### config.mk
export PLATFORM = sky130hd
export DESIGN_NAME = ft245_tx_arbiter
export DESIGN_NICKNAME = d
export VERILOG_FILES = /design/src/rtl/ft245_pkg.sv /design/src/rtl/sync_2ff.sv /design/src/rtl/ft245_tx_arbiter.sv
export SDC_FILE = /design/constraint.sdc
export NUM_CORES = 1
export LEC_CHECK = 0
export ABC_AREA = 1
export CAP_MARGIN = 20
export CORE_ASPECT_RATIO = 0.7
export CORE_UTILIZATION = 37
export DETAILED_ROUTE_END_ITERATION = 10
export PLACE_DENSITY = 0.74
export SLEW_MARGIN = 20
export SYNTH_ARGS = -nofsm -noshare
export SYNTH_HDL_FRONTEND = slang
export SYNTH_SLANG_ARGS = --single-unit
### constraint.sdc
create_clock -name clk -period 1.2 [get_ports clk]
set_input_delay 0.12 -clock clk [delete_from_list [all_inputs] [get_ports clk]]
set_output_delay 0.12 -clock clk [all_outputs]
set_load 0.05 [all_outputs]
### src/rtl/ft245_pkg.sv
// Shared FT245 definitions: transmit FSM states, default strobe timing and pin polarities.
// Used by the transmit arbiter and the receive side.
package ft245_pkg;

  typedef enum logic [1:0] {
    IDLE    = 2'd0,
    SETUP   = 2'd1,
    STROBE  = 2'd2,
    RECOVER = 2'd3
  } tx_state_e;

  localparam int DEF_SETUP_CYCLES   = 1;
  localparam int DEF_LOW_CYCLES     = 2;
  localparam int DEF_RECOVER_CYCLES = 1;

  localparam logic WR_IDLE   = 1'b1;
  localparam logic RD_IDLE   = 1'b1;
  localparam logic TXE_SPACE = 1'b0;

  function automatic int max3(input int a, input int b, input int c);
    int m;
    m = (a > b) ? a : b;
    return (m > c) ? m : c;
  endfunction

endpackage

### src/rtl/sync_2ff.sv
// Two-flop synchronizer for a single asynchronous level; 2-cycle latency, no backpressure.
// RST_VAL sets the value both flops take during reset.
module sync_2ff #(
  parameter logic RST_VAL = 1'b1
) (
  input  logic clk,
  input  logic rst_n,
  input  logic d,
  output logic q
);

  logic meta;

  always_ff @(posedge clk or negedge rst_n) begin
    if (!rst_n) begin
      meta <= RST_VAL;
      q    <= RST_VAL;
    end else begin
      meta <= d;
      q    <= meta;
    end
  end

endmodule

### src/rtl/ft245_tx_arbiter.sv
// Round-robin, packet-locked sharing of the FT245 transmit port between two byte requesters.
// One byte per SETUP+LOW+RECOVER+1 cycles; ready only asserts when the synchronized txe shows space.
module ft245_tx_arbiter
  import ft245_pkg::*;
#(
  parameter int SETUP_CYCLES   = DEF_SETUP_CYCLES,
  parameter int LOW_CYCLES     = DEF_LOW_CYCLES,
  parameter int RECOVER_CYCLES = DEF_RECOVER_CYCLES
) (
  input  logic       clk,
  input  logic       reset_in,
  input  logic       req0_valid,
  input  logic [7:0] req0_data,
  input  logic       req0_last,
  output logic       req0_ready,
  input  logic       req1_valid,
  input  logic [7:0] req1_data,
  input  logic       req1_last,
  output logic       req1_ready,
  input  logic       txe,
  output logic       wr,
  output logic       rd,
  output logic [7:0] data_out,
  output logic [1:0] grant,
  output logic       busy
);

  localparam int MAXC = max3(SETUP_CYCLES, LOW_CYCLES, RECOVER_CYCLES);
  localparam int CW   = (MAXC > 1) ? $clog2(MAXC) : 1;

  tx_state_e     state, state_nxt;
  logic [CW-1:0] cnt, cnt_nxt;
  logic          lock;
  logic          last_served;
  logic          txe_s;
  logic          sel1;
  logic          sel_valid;
  logic          sel_last;
  logic          accept;

  sync_2ff #(.RST_VAL(1'b1)) u_txe_sync (
    .clk   (clk),
    .rst_n (reset_in),
    .d     (txe),
    .q     (txe_s)
  );

  // A locked packet owner is the only candidate; otherwise alternate when both contend.
  always_comb begin
    sel1 = 1'b0;
    if (lock) begin
      sel1 = grant[1];
    end else if (req0_valid && req1_valid) begin
      sel1 = ~last_served;
    end else begin
      sel1 = req1_valid;
    end
  end

  assign sel_valid  = sel1 ? req1_valid : req0_valid;
  assign sel_last   = sel1 ? req1_last  : req0_last;
  assign accept     = (state == IDLE) && (txe_s == TXE_SPACE) && sel_valid;
  assign req0_ready = accept && !sel1;
  assign req1_ready = accept && sel1;
  assign busy       = (state != IDLE);
  assign rd         = RD_IDLE;

  always_comb begin
    state_nxt = state;
    cnt_nxt   = cnt;
    case (state)
      IDLE: begin
        if (accept) begin
          state_nxt = SETUP;
          cnt_nxt   = CW'(SETUP_CYCLES - 1);
        end
      end
      SETUP: begin
        if (cnt == '0) begin
          state_nxt = STROBE;
          cnt_nxt   = CW'(LOW_CYCLES - 1);
        end else begin
          cnt_nxt = cnt - CW'(1);
        end
      end
      STROBE: begin
        if (cnt == '0) begin
          state_nxt = RECOVER;
          cnt_nxt   = CW'(RECOVER_CYCLES - 1);
        end else begin
          cnt_nxt = cnt - CW'(1);
        end
      end
      RECOVER: begin
        if (cnt == '0) begin
          state_nxt = IDLE;
          cnt_nxt   = '0;
        end else begin
          cnt_nxt = cnt - CW'(1);
        end
      end
      default: begin
        state_nxt = IDLE;
        cnt_nxt   = '0;
      end
    endcase
  end

  // wr is registered from the next state so the pin is driven straight from a flop.
  always_ff @(posedge clk or negedge reset_in) begin
    if (!reset_in) begin
      state       <= IDLE;
      cnt         <= '0;
      data_out    <= 8'h00;
      grant       <= 2'b00;
      lock        <= 1'b0;
      last_served <= 1'b1;
      wr          <= WR_IDLE;
    end else begin
      state <= state_nxt;
      cnt   <= cnt_nxt;
      wr    <= (state_nxt == STROBE) ? ~WR_IDLE : WR_IDLE;
      if (accept) begin
        data_out    <= sel1 ? req1_data : req0_data;
        grant       <= sel1 ? 2'b10 : 2'b01;
        lock        <= ~sel_last;
        last_served <= sel1;
      end else if ((state == RECOVER) && (state_nxt == IDLE) && !lock) begin
        grant <= 2'b00;
      end
    end
  end

endmodule

==> results.py <==
metrics = {
    "run_status": {
        "status": "finished with violations",
        "failed_checks": "negative setup slack",
    },
    "detailed_routing": {
        "ant_nets": 0,
        "wire_per_inst_um": 15.5,
        "vias_per_cell": 5.00,
        "drt_iter0_markers": 31,
        "wl_um": 3320,
        "post-route-drc-count": 0,
        "drt_first_pass_iters": 4,
        "vias": 1069,
    },
    "die": {
        "die_h_um": 43.8,
        "start_util": 0.412,
        "die_area_um2": 2700,
        "pin_count": 38,
        "fp.coreArea_um2": 2240,
        "rows": 14,
        "die_x_um": 61.7,
    },
    "clock_network": {
        "clock-sinks": 18,
        "cts_buffers": 3,
        "clk_path_buf_depth": 2,
        "clk_pin_slew_worst_paths_ns": 0.10,
        "cts-root-buf": "clkbuf_4",
        "cts_htree_levels": 1,
        "cts_tree": "done",
        "clkLatencyLatePin_ns": 0.31,
        "hold_buffers": 0,
    },
    "cells_and_area": {
        "num_antenna_cells": 0,
        "fin_cells": 214,
        "area_delta_synth_final_pct": 98.9,
        "fill_cells": 141,
        "fin_nets": 206,
        "design_area_um2": 1840,
        "drive_gt1_frac": 0.473,
    },
    "logic_synthesis": {
        "synth.net_count": 142,
        "ys_warn_count": 0,
        "syn_inst": 119,
        "ys_types": 16,
        "synth.top_cell.area_share": 0.379,
        "ys_seq_area_frac": 0.493,
        "mappedNetlistArea_um2": 923,
        "synthTopCellsByArea": "dfrtp_1, nand2_1, dfstp_2",
        "syn_avg_cell_area_um2": 7.76,
        "synth-seq-cells": 18,
        "yosys.area.top_type": "dfrtp_1",
    },
    "timing": {
        "period_share": 1.34,
        "timing.final.ws_setup_ns": -0.413,
        "setup_violations": 18,
        "skew_ns": 0.00452,
        "fmax_mhz": 620,
        "report.final.slew_viol_count": 0,
        "grt_setup_unrepaired": "yes",
        "fin_tns_setup_ns": -6.22,
        "fin_crit_ns": 1.61,
        "hold_violations": 0,
    },
    "global_route": {
        "overflow": 0,
        "antenna_found_initial": 0,
        "grt_pass1_vias": 957,
        "grt_pass1_wl_um": 4080,
        "grtUsageTotal": 0.213,
        "grt_start_max_net_pins": 19,
    },
    "place": {
        "place_inst": 193,
        "hpwl_um": 1870,
        "postPlaceCellArea_um2": 1530,
        "port_buffers": 36,
        "gp_congestion": 0.838,
    },
    "worst_setup_path": {
        "cp.arrival_ns": 1.49,
        "critPathMaxFanout": 3,
        "required_ns": 1.08,
        "start_kind": "flop",
        "cp-end-kind": "primary output",
        "crit_type": "flop to primary output",
    },
    "power": {
        "p_per_area_nw_per_um2": 2610,
        "p_leak_nw": 0.936,
        "vdd_drop_max_uv": 1770,
    },
    "min_path": {
        "hold_path.class": "input pin to asynchronous set/reset pin",
    },
    "job": {
        "max_cap_violations": 0,
    },
}
-- stage by stage --
step / hold slack (ns) / utilization / total power, mW / setup slack (ns)
floorplan: -0.176 / - / 2.50 / -0.199
global placement: 0.348 / 0.682 / 3.68 / -0.190
detailed placement: 0.349 / 0.682 / 3.74 / -0.233
CTS: 0.142 / 0.733 / 4.33 / -0.381
global route: 0.170 / 0.819 / 5.00 / -0.466
finish: 0.127 / 0.819 / 4.80 / -0.413
-- registers in the layout (all words and copies together), names as in the netlist --
signal and count:
grant 2, lock 1, u_txe_sync.meta 1, u_txe_sync.q 1, state 2, wr 1
cnt 1, last_served 1, data_out 8
-- synthesized netlist by cell type --
cell type and count:
buf_4 2, buf_6 3, conb_1 1, dfrtp_1 14, dfstp_2 4, inv_1 10, inv_2 1, nand2_1 60
nand2_4 2, nand3_1 14, nand3_2 1, nand3b_1 1, nor2_1 1, nor2_2 3, nor2_4 1, o21ai_0 1
-- critical path, cell delays in order (launching register included) --
cell and delay, ns:
dfrtp_1 0.43, nor2_4 0.14, nand2_2 0.09, nor2_4 0.13, buf_4 0.14, nand2_4 0.05, clkinvlp_4 0.08, buf_12 0.13
-- report_power, final --
group / total (mW) / internal [mW] / switching (mW)
registers: 1.18 / 0.884 / 0.294
logic: 3.24 / 1.50 / 1.74
clock network: 0.386 / 0.186 / 0.200
-- layout make-up --
cell class | instances | area, um2 | area share
Timing Repair Buffer | 62 | 717 | 0.390
Sequential cell | 18 | 457 | 0.249
Clock buffer | 4 | 36.3 | 0.0198
Tap cell | 32 | 40.0 | 0.0218
Inverter | 11 | 52.6 | 0.0286
Multi-Input combinational cell | 86 | 523 | 0.285
Timing Repair inverter | 1 | 11.3 | 0.00613
-- routing by layer --
layer | vias to the layer above | GRT usage | routed length [um]
met3 | 22 | 0.0567 | 226
met5 | - | 0 | 0
met4 | 0 | 0.0533 | 184
met2 | 56 | 0.385 | 1670
li1 | 487 | - | -
met1 | 504 | 0.249 | 1240
-- cells by family (layout without fill, tap and decap cells) --
kind of cell    Yosys count  after routing  share of synthesized area
compound gates            1              1                    0.00541
buf+inv                  16             78                     0.0976
flops                    18             18                      0.493
other cells               1              1                    0.00406
simple gates             83             84                      0.400
-- worst paths after layout --
kind                                    to       startpoint  depth (start not counted)  slack (ns)
max in group asynchronous      last_served         reset_in                          2        0.81
hold / removal                    grant[0]         reset_in                          2        0.13
min in group clk           u_txe_sync.meta              txe                          1        0.21
setup / recovery                req1_ready         state[0]                          7       -0.41
hold reg to reg               u_txe_sync.q  u_txe_sync.meta                          0        0.36
setup reg to reg               data_out[3]     u_txe_sync.q                         11       -0.41
-- cells in the final DEF (no fill, tap or decap), types with 3 or more instances in the layout --
master and count:
nand3_1 10, nand2_2 14, nand3_2 3, buf_12 13
buf_6 7, dfstp_2 4, nand2_1 41, clkbuf_4 3
clkdlybuf4s50_1 22, nand2_4 7, dfrtp_1 13, buf_4 19
inv_1 7, nor2_4 4
-- what timing repair did --
action,4_1_cts,5_1_grt
endpoints found under the setup margin,18,18
hold endpoints to repair,0,0
cloned,0,2
pin swaps,4,10
resized for setup,11,35
setup buffers,6,13
Note: power is estimated with default switching activity, not from simulation.
